$ cat config.mk
export PLATFORM = sky130hd
export DESIGN_NAME = magia_fsync_ctrl
export DESIGN_NICKNAME = d
export VERILOG_FILES = /design/src/rtl/magia_fsync_ctrl.sv
export SDC_FILE = /design/constraint.sdc
export NUM_CORES = 1
export LEC_CHECK = 0
export ABC_AREA = 1
export CAP_MARGIN = 30
export CELL_PAD_IN_SITES_DETAIL_PLACEMENT = 0
export CELL_PAD_IN_SITES_GLOBAL_PLACEMENT = 1
export CORE_MARGIN = 2
export CORE_UTILIZATION = 17
export CTS_CLUSTER_DIAMETER = 150
export DETAILED_ROUTE_END_ITERATION = 16
export PLACE_DENSITY_LB_ADDON = 0.3
export SYNTH_ARGS = -nofsm -noshare
export SYNTH_HDL_FRONTEND = slang
export SYNTH_SLANG_ARGS = --single-unit
$ cat constraint.sdc
create_clock -name clk_i -period 1.05 [get_ports clk_i]
set_input_delay 0.21 -clock clk_i [delete_from_list [all_inputs] [get_ports clk_i]]
set_output_delay 0.21 -clock clk_i [all_outputs]
set_load 0.01 [all_outputs]
$ cat src/rtl/magia_fsync_ctrl.sv
`default_nettype none
// ----------------------------------------------------------------------------
// Module   : magia_fsync_ctrl
// Desc     : Tile-side Fractal Sync barrier controller (request/ack/wake).
//            Define MAGIA_FSYNC_TIMEOUT_EN to enable the wake-wait timeout.
// Revision : 1.0
// ----------------------------------------------------------------------------
module magia_fsync_ctrl #(
  parameter int N_LVL     = 2,
  parameter int LVL_W     = N_LVL + 1,
  parameter int TIMEOUT_W = 16
) (
  input  logic                 clk_i,
  input  logic                 rst_i,
  input  logic                 req_valid_i,
  output logic                 req_ready_o,
  input  logic [LVL_W-1:0]     req_aggr_i,
  input  logic [TIMEOUT_W-1:0] timeout_cycles_i,
  output logic                 busy_o,
  output logic                 done_o,
  output logic                 err_o,
  output logic                 irq_o,
  input  logic                 irq_clr_i,
  output logic                 fsync_req_o,
  output logic [LVL_W-1:0]     fsync_aggr_o,
  input  logic                 fsync_ack_i,
  input  logic                 fsync_wake_i
);

  typedef enum logic [2:0] {
    S_IDLE = 3'd0,
    S_REQ  = 3'd1,
    S_WAIT = 3'd2,
    S_DONE = 3'd3,
    S_ERR  = 3'd4
  } state_e;

  state_e           state_q, state_d;
  logic [LVL_W-1:0] aggr_q, aggr_d;
  logic             irq_q, irq_d;
  logic             timeout_hit;

`ifdef MAGIA_FSYNC_TIMEOUT_EN
  logic [TIMEOUT_W-1:0] cnt_q, cnt_d;

  // Counter is zero outside WAIT, so it always starts from zero on entry.
  always_comb begin
    cnt_d = '0;
    if (state_q == S_WAIT && state_d == S_WAIT) begin
      cnt_d = (cnt_q == '1) ? cnt_q : cnt_q + 1'b1;
    end
  end

  always_ff @(posedge clk_i or posedge rst_i) begin
    if (rst_i) begin
      cnt_q <= '0;
    end else begin
      cnt_q <= cnt_d;
    end
  end

  assign timeout_hit = (timeout_cycles_i != '0) &&
                       (cnt_q == timeout_cycles_i - 1'b1);
`else
  logic unused_timeout;
  assign unused_timeout = ^timeout_cycles_i;
  assign timeout_hit    = 1'b0;
`endif

  always_comb begin
    state_d = state_q;
    aggr_d  = aggr_q;
    unique case (state_q)
      S_IDLE: begin
        if (req_valid_i) begin
          if (req_aggr_i == '0) begin
            state_d = S_ERR;
          end else begin
            aggr_d  = req_aggr_i;
            state_d = S_REQ;
          end
        end
      end
      S_REQ: begin
        if (fsync_ack_i) begin
          state_d = fsync_wake_i ? S_DONE : S_WAIT;
        end
      end
      S_WAIT: begin
        // Wake wins over a timeout expiring in the same cycle.
        if (fsync_wake_i) begin
          state_d = S_DONE;
        end else if (timeout_hit) begin
          state_d = S_ERR;
        end
      end
      S_DONE:  state_d = S_IDLE;
      S_ERR:   state_d = S_IDLE;
      default: state_d = S_IDLE;
    endcase
  end

  // Set from DONE overrides a coincident clear.
  always_comb begin
    irq_d = (state_q == S_DONE) | (irq_q & ~irq_clr_i);
  end

  always_ff @(posedge clk_i or posedge rst_i) begin
    if (rst_i) begin
      state_q <= S_IDLE;
      aggr_q  <= '0;
      irq_q   <= 1'b0;
    end else begin
      state_q <= state_d;
      aggr_q  <= aggr_d;
      irq_q   <= irq_d;
    end
  end

  assign req_ready_o  = (state_q == S_IDLE);
  assign busy_o       = (state_q != S_IDLE);
  assign fsync_req_o  = (state_q == S_REQ);
  assign done_o       = (state_q == S_DONE);
  assign err_o        = (state_q == S_ERR);
  assign irq_o        = irq_q | (state_q == S_DONE);
  assign fsync_aggr_o = aggr_q;

endmodule
`default_nettype wire

==> parameters.txt, run 1 <==
Parameter                              Value

Detailed routing
  Vias after detailed routing    around 440
  Wire length reported by the detailed router    1.00 mm
  First-pass DRT Iterations    1
  Iter 0 DRT Violations    0
  Vias per cell    3.75
  Number of remaining DRC errors    0
  DR WL/cell    between 8 and 9 um
  Remaining antenna violation count    0

Floorplanning
  Y dimension of the die    51.7 um
  Initial Utilization    17.6%
  Number of rows in the core area    17
  Core box area    2190 sq um
  DIE AREA    2670 sq um
  Ports    34
  DIE WIDTH    around 52 um

Layout
  Area growth from synthesis to layout    100%
  FF+latch area    ~180 sq um
  Number of diodes    0
  Final Net Count    115
  Most common cell after layout, fill and taps aside    sky130_fd_sc_hd__buf_4
  Final Cell Area    774 sq um
  Layout cells sized above 1    around half
  Most frequent cells in the layout    sky130_fd_sc_hd__buf_4 (12), sky130_fd_sc_hd__inv_1 (10), sky130_fd_sc_hd__clkdlybuf4s50_1 (8)
  Total area of multi-input combinational cells    211 sq um
  Number of fill cells in the layout    244

Worst hold path
  Path class of the lowest-slack min-delay path    in -> async

Power and ir drop
  Switching part of the total power    39.4%
  Comb power frac    64.5%
  IR Drop Worst-Case VDD    0.723 mV
  Sequential share of power    a little under a quarter
  Power Internal    1.25 mW
  Switching power    0.816 mW
  Clk network pwr share    between 10% and 20%
  Leakage power of the design    about 0.42 nW
  Power Dens Cells    2670 nW/um^2

Timing
  Slack of the critical path    -0.261 ns
  Portion of the clock cycle consumed by the worst path in the final layout    125%
  Measured slew at the worst slew-check pin    0.273 ns
  Endpoints failing setup    12
  Setup repair after global routing missed its margin    true
  Slew HR    81.8%
  Final Max Tran Viols    0
  Clock period minus worst slack    1.31 ns
  Fin. Hold Viols    0
  Post-route clock skew    0.000302 ns
  Tightest hold margin    slightly below 0.2 ns
  Maximum operating frequency    0.763 GHz

Clock network
  CTS tree    done
  Largest buffer count on any clock path    2
  Clk sink count    7
  Count of H-tree levels built during CTS    1
  Root buffer selected by CTS    sky130_fd_sc_hd__clkbuf_4
  Number of hold buffers added after cts    0
  CTS buffer count    3
  Clk pin slew, worst setup/hold paths    0.05 ns
  Clock latency reported for the late side of the worst-skew pair    0.25 ns

Synthesis
  #FFs+latches synth    7
  Syn_area_per_cell    7.44 sq um
  Post-synthesis instance total    52
  Cell variety after synth    13
  Synth Net Count    77
  Post-synthesis sequential area ratio    roughly 45%
  Post-synth EDFFs    0
  Count of yosys warnings during synthesis    0
  Post-synthesis async set-or-reset flop share    100%
  Main synth FF type    sky130_fd_sc_hd__dfrtp_1
  Mapped cell area    387 sq um

Critical path
  R2R Setup Slk    -0.18 ns
  Worst EP required    0.84 ns
  Kind of critical path    reg -> out
  Peak fanout along the critical path    3
  R2R depth    8
  Sort of element at the start of the critical path    flip-flop
  Critical path endpoint category    output pin
  Data arrival time of the critical path    ~1.1 ns

Job
  Count of maximum capacitance violations    0

Global route
  Wire length of the first global-routing pass    between 1.5 and 2 mm
  Pin count of the biggest net entering global routing    8
  Antenna violations before repair    0
  Total overflow reported by the global router    0
  Global-route usage over all layers    a little under a tenth
  Vias in the first global route    418

Outcome
  Run status    complete, but fails checks
  Failing checks    setup timing

Placement
  Half-perimeter wire length after detailed placement    785 um
  Count of port buffers added during placement    17
  Pre-CTS WS    -0.389 ns
  Routability Congestion    0.717
  Placed cell areas    674 sq um
==> worst max-delay path: stages, from the launching register on <==
cell	delay, ns
sky130_fd_sc_hd__dfrtp_1	0.40
sky130_fd_sc_hd__inv_2	0.07
sky130_fd_sc_hd__buf_4	0.14
sky130_fd_sc_hd__nor3_2	0.10
sky130_fd_sc_hd__buf_2	0.15
==> metrics by stage <==
| stage | setup TNS [ns] | utilization, % | cells | total power, mW |
|---|---|---|---|---|
| after global placement | -3.24 | 30.8 | 108 | 1.63 |
| final | -2.34 | 35.4 | 117 | 2.07 |
| after detailed placement | -3.26 | 30.8 | 108 | 1.63 |
| after floorplan | 0 | - | 52 | 0.970 |
| after global routing | -3.33 | 35.4 | 117 | 2.28 |
| after CTS | -2.27 | 32.9 | 117 | 1.91 |
==> area by class of cell <==
cell class,instances,area share (%)
Inverter,14,6.79
Tap cell,28,4.52
Sequential cell,7,22.8
Clock buffer,4,3.39
Timing Repair Buffer,33,35.2
Multi-Input combinational cell,31,27.3
==> sequential cells by signal, indices dropped and copies added (netlist names) <==
register	flops
fsync_aggr_o	3
irq_q	1
state_q	3
==> logic make-up after synthesis <==
logic type	count (synthesis)	synth area share (%)
AND/OR/NAND/NOR	27	35.9
flip-flops	7	45.3
AO/OA/AOI/OAI	4	5.18
buffers and inverters	14	13.6
==> repair_timing <==
action                     CTS  global route
setup buffers                5             1
setup endpoints to repair   15            12
gates cloned                 0             0
pin swaps                    2             3
gates resized for setup     43            14
==> power by group through the flow <==
| stage | clock network [mW] | logic [mW] | registers, mW |
|---|---|---|---|
| after floorplan | 0 | 0.462 | 0.508 |
| after global placement | 0 | 1.16 | 0.477 |
| after global routing | 0.281 | 1.49 | 0.507 |
| final | 0.244 | 1.34 | 0.490 |
| after detailed placement | 0 | 1.15 | 0.483 |
| after CTS | 0.258 | 1.18 | 0.473 |
==> worst paths after layout <==
check	startpoint	end
setup / recovery	state_q[2]	err_o
hold / removal	rst_i	fsync_aggr_o[1]
setup reg to reg	state_q[2]	state_q[0]
hold reg to reg	fsync_aggr_o[1]	fsync_aggr_o[1]
max in group asynchronous	rst_i	state_q[0]
min in group clk_i	fsync_aggr_o[1]	fsync_aggr_o[1]
==> per-layer routing <==
metal / wire length [um] / vias to the layer above / GRT usage, %
met1: 428 / 193 / 11.6
met4: 19 / 0 / 7.89
li1: - / 236 / -
met3: 41 / 2 / 2.59
met5: 0 / - / 0
met2: 512 / 8 / 12.6
==> synthesized netlist by cell type (2+ instances only) <==
| cell type | instances | share of area [%] |
|---|---|---|
| sky130_fd_sc_hd__o21ai_1 | 3 | 3.9 |
| sky130_fd_sc_hd__nor2_1 | 2 | 1.9 |
| sky130_fd_sc_hd__nor2_2 | 2 | 3.2 |
| sky130_fd_sc_hd__inv_2 | 2 | 1.9 |
| sky130_fd_sc_hd__nand2_1 | 11 | 11 |
| sky130_fd_sc_hd__nand3_2 | 2 | 5.2 |
| sky130_fd_sc_hd__inv_1 | 12 | 12 |
| sky130_fd_sc_hd__nand3_1 | 7 | 9.1 |
| sky130_fd_sc_hd__dfrtp_1 | 7 | 45 |
Note: power is estimated with default switching activity, not from simulation.
==> inputs of run 2 (changes only) <==
--- a/config.mk
+++ b/config.mk
@@ -5,7 +5,6 @@
 export SDC_FILE = /design/constraint.sdc
 export NUM_CORES = 1
 export LEC_CHECK = 0
-export ABC_AREA = 1
 export CAP_MARGIN = 30
 export CELL_PAD_IN_SITES_DETAIL_PLACEMENT = 0
 export CELL_PAD_IN_SITES_GLOBAL_PLACEMENT = 1
@@ -14,6 +13,7 @@
 export CTS_CLUSTER_DIAMETER = 150
 export DETAILED_ROUTE_END_ITERATION = 16
 export PLACE_DENSITY_LB_ADDON = 0.3
+export SKIP_LAST_GASP = 1
 export SYNTH_ARGS = -nofsm -noshare
 export SYNTH_HDL_FRONTEND = slang
 export SYNTH_SLANG_ARGS = --single-unit
==> parameters.txt, run 2 <==
Parameter                              Value

Outcome
  Run status    complete, but fails checks
  Failing checks    setup timing

Synthesis
  Top cells by instance count after synthesis    sky130_fd_sc_hd__dfrtp_1 (7), sky130_fd_sc_hd__inv_1 (4), sky130_fd_sc_hd__nand2_1 (3), sky130_fd_sc_hd__o21ai_0 (3)
  Count of yosys warnings during synthesis    0
  Most repeated cell in the gate-level netlist after synthesis    sky130_fd_sc_hd__dfrtp_1
  Main synth FF type    sky130_fd_sc_hd__dfrtp_1
  Top area cells in the synthesized netlist    sky130_fd_sc_hd__dfrtp_1 (47%), sky130_fd_sc_hd__nor4b_4 (6.4%), sky130_fd_sc_hd__a22o_1 (4.7%), sky130_fd_sc_hd__o21ai_0 (4.0%), sky130_fd_sc_hd__inv_1 (4.0%)
  #FFs+latches synth    7
  Post-synthesis instance total    36
  Mapped cell area    374 sq um
  Post-synthesis async set-or-reset flop share    100%
  Post-synth EDFFs    0
  Most area-hungry cell type in the Yosys netlist    sky130_fd_sc_hd__dfrtp_1
  Cell variety after synth    20
  Syn_area_per_cell    10.4 sq um
  Post-synthesis sequential area ratio    46.8%
  Fraction of post-synthesis cell area in the top cell type by area    around 47%
  Synth Net Count    61

Detailed routing
  Number of remaining DRC errors    0
  Vias after detailed routing    395
  DR WL/cell    10.6 um
  Remaining antenna violation count    0
  Vias per cell    3.99
  First-pass DRT Iterations    4
  Wire length reported by the detailed router    between 1 and 1.5 mm
  Iter 0 DRT Violations    5

Critical path
  Sort of element at the start of the critical path    flip-flop
  Data arrival time of the critical path    between 1.5 and 2 ns
  Critical path endpoint category    flip-flop
  R2R depth    4
  Kind of critical path    reg -> reg
  Worst EP required    1.20 ns
  CP max stage delay    0.42 ns
  Peak fanout along the critical path    6
  Ordered cell list for the critical path    buf_6 -> nor4b_4 -> o21ai_1 -> a22o_2
  Critical-path cell with the highest stage delay    sky130_fd_sc_hd__dfrtp_1

Global route
  Total overflow reported by the global router    0
  Pin count of the biggest net entering global routing    8
  Antenna violations before repair    0
  Global-route usage over all layers    8.81%
  Wire length of the first global-routing pass    1.62 mm
  Vias in the first global route    354

Placement
  Half-perimeter wire length after detailed placement    around 730 um
  Count of port buffers added during placement    17
  Pre-CTS WS    -0.501 ns
  Routability Congestion    0.673

Timing
  Portion of the clock cycle consumed by the worst path in the final layout    135%
  Slack of the critical path    -0.367 ns
  Clock period minus worst slack    1.42 ns
  Fin. Hold Viols    0
  Setup repair after global routing missed its margin    true
  Maximum operating frequency    between 0.7 and 0.8 GHz
  Slew HR    between 70 and 80%
  Post-route clock skew    between 0.007 and 0.008 ns
  Endpoints failing setup    12
  Measured slew at the worst slew-check pin    0.377 ns
  Final Max Tran Viols    0

Floorplanning
  Number of rows in the core area    16
  Core box area    2020 sq um
  Y dimension of the die    between 50 and 60 um
  DIE WIDTH    50.9 um
  Initial Utilization    18.5%
  Ports    34
  DIE AREA    between 2000 and 3000 sq um

Layout
  Number of fill cells in the layout    about 210
  Most common cell after layout, fill and taps aside    sky130_fd_sc_hd__buf_4
  Most frequent cells in the layout    sky130_fd_sc_hd__buf_4 (13), sky130_fd_sc_hd__clkdlybuf4s50_1 (8), sky130_fd_sc_hd__dfrtp_1 (7), sky130_fd_sc_hd__buf_6 (7), sky130_fd_sc_hd__buf_2 (6)
  Area growth from synthesis to layout    106%
  End-of-flow core utilization    38.1%
  Layout cells sized above 1    61.1%
  Number of diodes    0
  Final Net Count    between 90 and 100

Power and ir drop
  Leakage power of the design    0.368 nW
  Switching part of the total power    33.9%
  Power Dens Cells    between 2000 and 3000 nW/um^2
  IR Drop Worst-Case VDD    1.03 mV
  Sequential share of power    23.4%
  Clk network pwr share    12.9%
  Power Internal    1.30 mW
  Switching power    roughly 0.67 mW
  Comb power frac    63.7%

Clock network
  Number of hold buffers added after cts    0
  CTS buffer count    3
  Clock latency reported for the late side of the worst-skew pair    0.26 ns
  Count of H-tree levels built during CTS    1
  Root buffer selected by CTS    sky130_fd_sc_hd__clkbuf_4
  CTS tree    done
  Largest buffer count on any clock path    2
  Clk pin slew, worst setup/hold paths    0.06 ns
  Clk sink count    7

Worst hold path
  Path class of the lowest-slack min-delay path    in -> async

Job
  Count of maximum capacitance violations    0
[run 2: cell count changes in the layout (fill, tap and decap cells not counted), moves of 3 or more]
cell	previous run	this run
sky130_fd_sc_hd__nand2_1	7	1
sky130_fd_sc_hd__nand3_1	5	0
sky130_fd_sc_hd__nor2_4	3	0
sky130_fd_sc_hd__inv_1	10	2
[run 2: cell families after synthesis]
logic type      count (synthesis)  share of synthesized area, %
mux                             1                          3.01
flops                           7                          46.8
compound gates                  9                          17.4
simple gates                   13                          24.4
buf+inv                         6                          8.36
[run 2: through the flow]
stage               setup TNS [ns]  cell area [sq um]  hold slack, ns  total power, mW  cells
finish                       -3.36                769           0.191             1.96     99
global route                 -4.13                769           0.238             2.10     99
CTS                          -3.43                718           0.198             1.82     97
detailed placement           -5.26                672           0.469             1.54     90
global placement             -5.14                672           0.481             1.54     90
floorplan                   -0.930                403          0.0134             1.01     36
[run 2: final cells by class]
| class | instances | area [sq um] | share of cell area [%] |
|---|---|---|---|
| inverters | 4 | 15.0 | 1.95 |
| repair buffers | 34 | 287 | 37.2 |
| multi-input cells | 23 | 233 | 30.2 |
| well taps | 27 | 33.8 | 4.39 |
| clock buffers | 4 | 26.3 | 3.41 |
| flip-flops and latches | 7 | 175 | 22.8 |
[run 2: layer usage]
metal / wire length (um) / GRT usage, %
met5: 0 / 0
met3: 82 / 5.26
met1: 490 / 11.2
met2: 480 / 12.3
met4: 0 / 2.70
[run 2: final timing paths]
path / from / endpoint / slack, ns
setup / recovery: state_q[1] / fsync_aggr_o[0] / -0.37
hold / removal: rst_i / state_q[1] / 0.19
setup reg to reg: state_q[1] / fsync_aggr_o[0] / -0.37
hold reg to reg: fsync_aggr_o[1] / fsync_aggr_o[1] / 0.50
max in group asynchronous: rst_i / state_q[0] / 0.63
min in group clk_i: fsync_aggr_o[1] / fsync_aggr_o[1] / 0.50
[run 2: power by group through the flow]
stage          combinational (mW)  clock (mW)  sequential (mW)
6_report                     1.25       0.253            0.460
5_1_grt                      1.34       0.278            0.476
4_1_cts                      1.10       0.260            0.462
3_5_place_dp                 1.08           0            0.465
3_3_place_gp                 1.08           0            0.459
2_1_floorplan               0.549           0            0.464
[run 2: timing repair]
item	in CTS	in global routing
resized for setup	47	7
pin swaps	2	1
setup buffers	3	2
endpoints found under the setup margin	14	12
[run 2: worst max-delay path, delay by kind of cell, from the launching register on]
| family | cells | cell delay, ns |
|---|---|---|
| buf+inv | 1 | 0.14 |
| flops | 1 | 0.42 |
| compound gates | 2 | 0.35 |
| simple gates | 1 | 0.39 |
==> inputs of run 3 (changes only) <==
--- a/config.mk
+++ b/config.mk
@@ -6,12 +6,11 @@
 export NUM_CORES = 1
 export LEC_CHECK = 0
 export CAP_MARGIN = 30
-export CELL_PAD_IN_SITES_DETAIL_PLACEMENT = 0
-export CELL_PAD_IN_SITES_GLOBAL_PLACEMENT = 1
 export CORE_MARGIN = 2
-export CORE_UTILIZATION = 17
+export CORE_UTILIZATION = 26
 export CTS_CLUSTER_DIAMETER = 150
 export DETAILED_ROUTE_END_ITERATION = 16
+export MAX_ROUTING_LAYER = met4
 export PLACE_DENSITY_LB_ADDON = 0.3
 export SKIP_LAST_GASP = 1
 export SYNTH_ARGS = -nofsm -noshare
==> constraint.sdc (replaced) <==
create_clock -name clk_i -period 1.2 [get_ports clk_i]
set_input_delay 0.24 -clock clk_i [delete_from_list [all_inputs] [get_ports clk_i]]
set_output_delay 0.24 -clock clk_i [all_outputs]
set_load 0.01 [all_outputs]
==> parameters.txt, run 3 (same netlist as run 2, synthesis figures left out) <==
Parameter                              Value

Timing
  Maximum operating frequency    0.685 GHz
  Slew HR    76.6%
  Setup repair after global routing missed its margin    true
  Post-route clock skew    0.00585 ns
  Accumulated negative setup slack    -1.87 ns
  Measured slew at the worst slew-check pin    0.349 ns
  Portion of the clock cycle consumed by the worst path in the final layout    122%
  Clock period minus worst slack    1.46 ns
  Tightest hold margin    0.202 ns
  Final Max Tran Viols    0
  Fin. Hold Viols    0
  Slack of the critical path    -0.261 ns
  Endpoints failing setup    10

Power and ir drop
  Clk network pwr share    about 14%
  Switching power    0.531 mW
  Sequential share of power    27.7%
  IR Drop Worst-Case VDD    0.905 mV
  Leakage power of the design    between 0.3 and 0.4 nW
  Power Dens Cells    2250 nW/um^2
  Power Internal    0.948 mW
  Switching part of the total power    35.9%
  Comb power frac    58.1%

Global route
  Antenna violations before repair    0
  Wire length of the first global-routing pass    1.55 mm
  Pin count of the biggest net entering global routing    8
  Global-route usage over all layers    12.8%
  Total overflow reported by the global router    0
  Vias in the first global route    approximately 370

Outcome
  Failing checks    setup timing
  Run status    complete, but fails checks

Layout
  Final Net Count    90
  Most common cell after layout, fill and taps aside    sky130_fd_sc_hd__clkdlybuf4s50_1
  Non-Filler Instances    79
  Number of diodes    0
  Most frequent cells in the layout    sky130_fd_sc_hd__clkdlybuf4s50_1 (8), sky130_fd_sc_hd__dfrtp_1 (7), sky130_fd_sc_hd__buf_4 (7)
  Number of fill cells in the layout    between 100 and 150
  Area growth from synthesis to layout    75.9%
  Layout cells sized above 1    46.9%

Placement
  Half-perimeter wire length after detailed placement    747 um
  Placed cell count    75
  Routability Congestion    ~0.67
  Count of port buffers added during placement    17

Detailed routing
  Vias after detailed routing    359
  Remaining antenna violation count    0
  DR WL met3    ~58 um
  WL met2    524 um
  First-pass DRT Iterations    1
  Vias per cell    4.54
  Iter 0 DRT Violations    0
  DR WL/cell    12.1 um
  Highest metal used    met3
  Total routed wire length on the met1 layer    roughly 370 um
  Wire length reported by the detailed router    954 um
  Number of remaining DRC errors    0

Clock network
  CTS buffer count    3
  Root buffer selected by CTS    sky130_fd_sc_hd__clkbuf_4
  Clk sink count    7
  Count of H-tree levels built during CTS    1
  CTS tree    done
  Number of hold buffers added after cts    0
  Clock latency reported for the late side of the worst-skew pair    roughly 0.25 ns
  Clk pin slew, worst setup/hold paths    about 0.060 ns
  Largest buffer count on any clock path    2

Critical path
  Ordered cell list for the critical path    or3_4 -> buf_2
  Kind of critical path    reg -> out
  Capturing instance or port of the critical path    busy_o
  Worst EP required    0.96 ns
  R2R Setup Slk    -0.21 ns
  Endpoint of the worst-slack reg-to-reg timing path    fsync_aggr_o[1]
  Critical path endpoint category    output pin
  Critical-path cell with the highest stage delay    sky130_fd_sc_hd__dfrtp_1
  Startpoint of the worst setup timing path    state_q[1]
  Launch point of the worst reg-to-reg path    state_q[1]
  CP max stage delay    a little over 0.4 ns
  Data arrival time of the critical path    roughly 1.2 ns
  Peak fanout along the critical path    4
  R2R depth    4
  Sort of element at the start of the critical path    flip-flop

Worst hold path
  Path class of the lowest-slack min-delay path    in -> async

Floorplanning
  Ports    34
  DIE WIDTH    41.9 um
  Number of rows in the core area    13
  Core box area    1320 sq um
  DIE AREA    1760 sq um
  Initial Utilization    28.4%
  Y dimension of the die    41.9 um

Job
  Count of maximum capacitance violations    0
-- run 3: cell types whose count changed in the layout (fill, tap and decap cells not counted), moves of 2 or more --
cell	delta
sky130_fd_sc_hd__nand2_1	+2
sky130_fd_sc_hd__buf_4	-6
sky130_fd_sc_hd__dlygate4sd2_1	+2
sky130_fd_sc_hd__nand2_2	-2
sky130_fd_sc_hd__buf_2	-2
sky130_fd_sc_hd__buf_6	-3
-- run 3: metrics by stage --
step	total power [mW]	utilization [%]	area, sq um	setup WS (ns)
final	1.48	50.0	658	-0.261
after CTS	1.48	49.6	653	-0.269
after global routing	1.59	50.0	658	-0.318
after detailed placement	1.29	46.9	618	-0.383
after floorplan	0.828	-	378	-0.0519
after global placement	1.27	46.9	618	-0.383
-- run 3: worst min path at each step --
stage	startpoint	to	slack, ns	depth (start not counted)
6_report	rst_i	state_q[0]	0.20	2
5_1_grt	rst_i	state_q[0]	0.22	2
4_1_cts	rst_i	state_q[0]	0.20	2
3_5_place_dp	rst_i	irq_q	0.49	2
3_3_place_gp	rst_i	irq_q	0.48	2
2_1_floorplan	rst_i	fsync_aggr_o[0]	0.04	1
-- run 3: metal layers --
layer / vias up / global-route usage, %
li1: 183 / -
met1: 166 / 11.3
met2: 10 / 23.1
met3: 0 / 3.04
met4: 0 / 9.68
met5: - / -
-- run 3: cell type report --
type	instances	area, sq um	share of cell area, %
repair buffers	26	225	34.2
multi-input cells	23	196	29.8
flip-flops and latches	7	175	26.6
clock buffers	3	22.5	3.42
well taps	15	18.8	2.85
inverters	4	15.0	2.28
clock inverters	1	5.00	0.760
-- run 3: critical path: cells and delay by family (launching register included) --
kind          cells  cell delay, ns
buf+inv           1            0.15
flops             1            0.41
simple gates      1            0.41
-- run 3: power by group through the flow --
stage | sequential, mW | combinational, mW | clock, mW
floorplan | 0.403 | 0.425 | 0
global placement | 0.406 | 0.862 | 0
detailed placement | 0.404 | 0.882 | 0
CTS | 0.405 | 0.853 | 0.224
global route | 0.425 | 0.928 | 0.240
finish | 0.409 | 0.860 | 0.210
-- run 3: repair_timing --
item	4_1_cts	5_1_grt
endpoints found under the hold margin	0	0
cloned	0	0
resized for setup	39	2
setup endpoints to repair	14	13
pin swaps	2	2
setup buffers	0	0
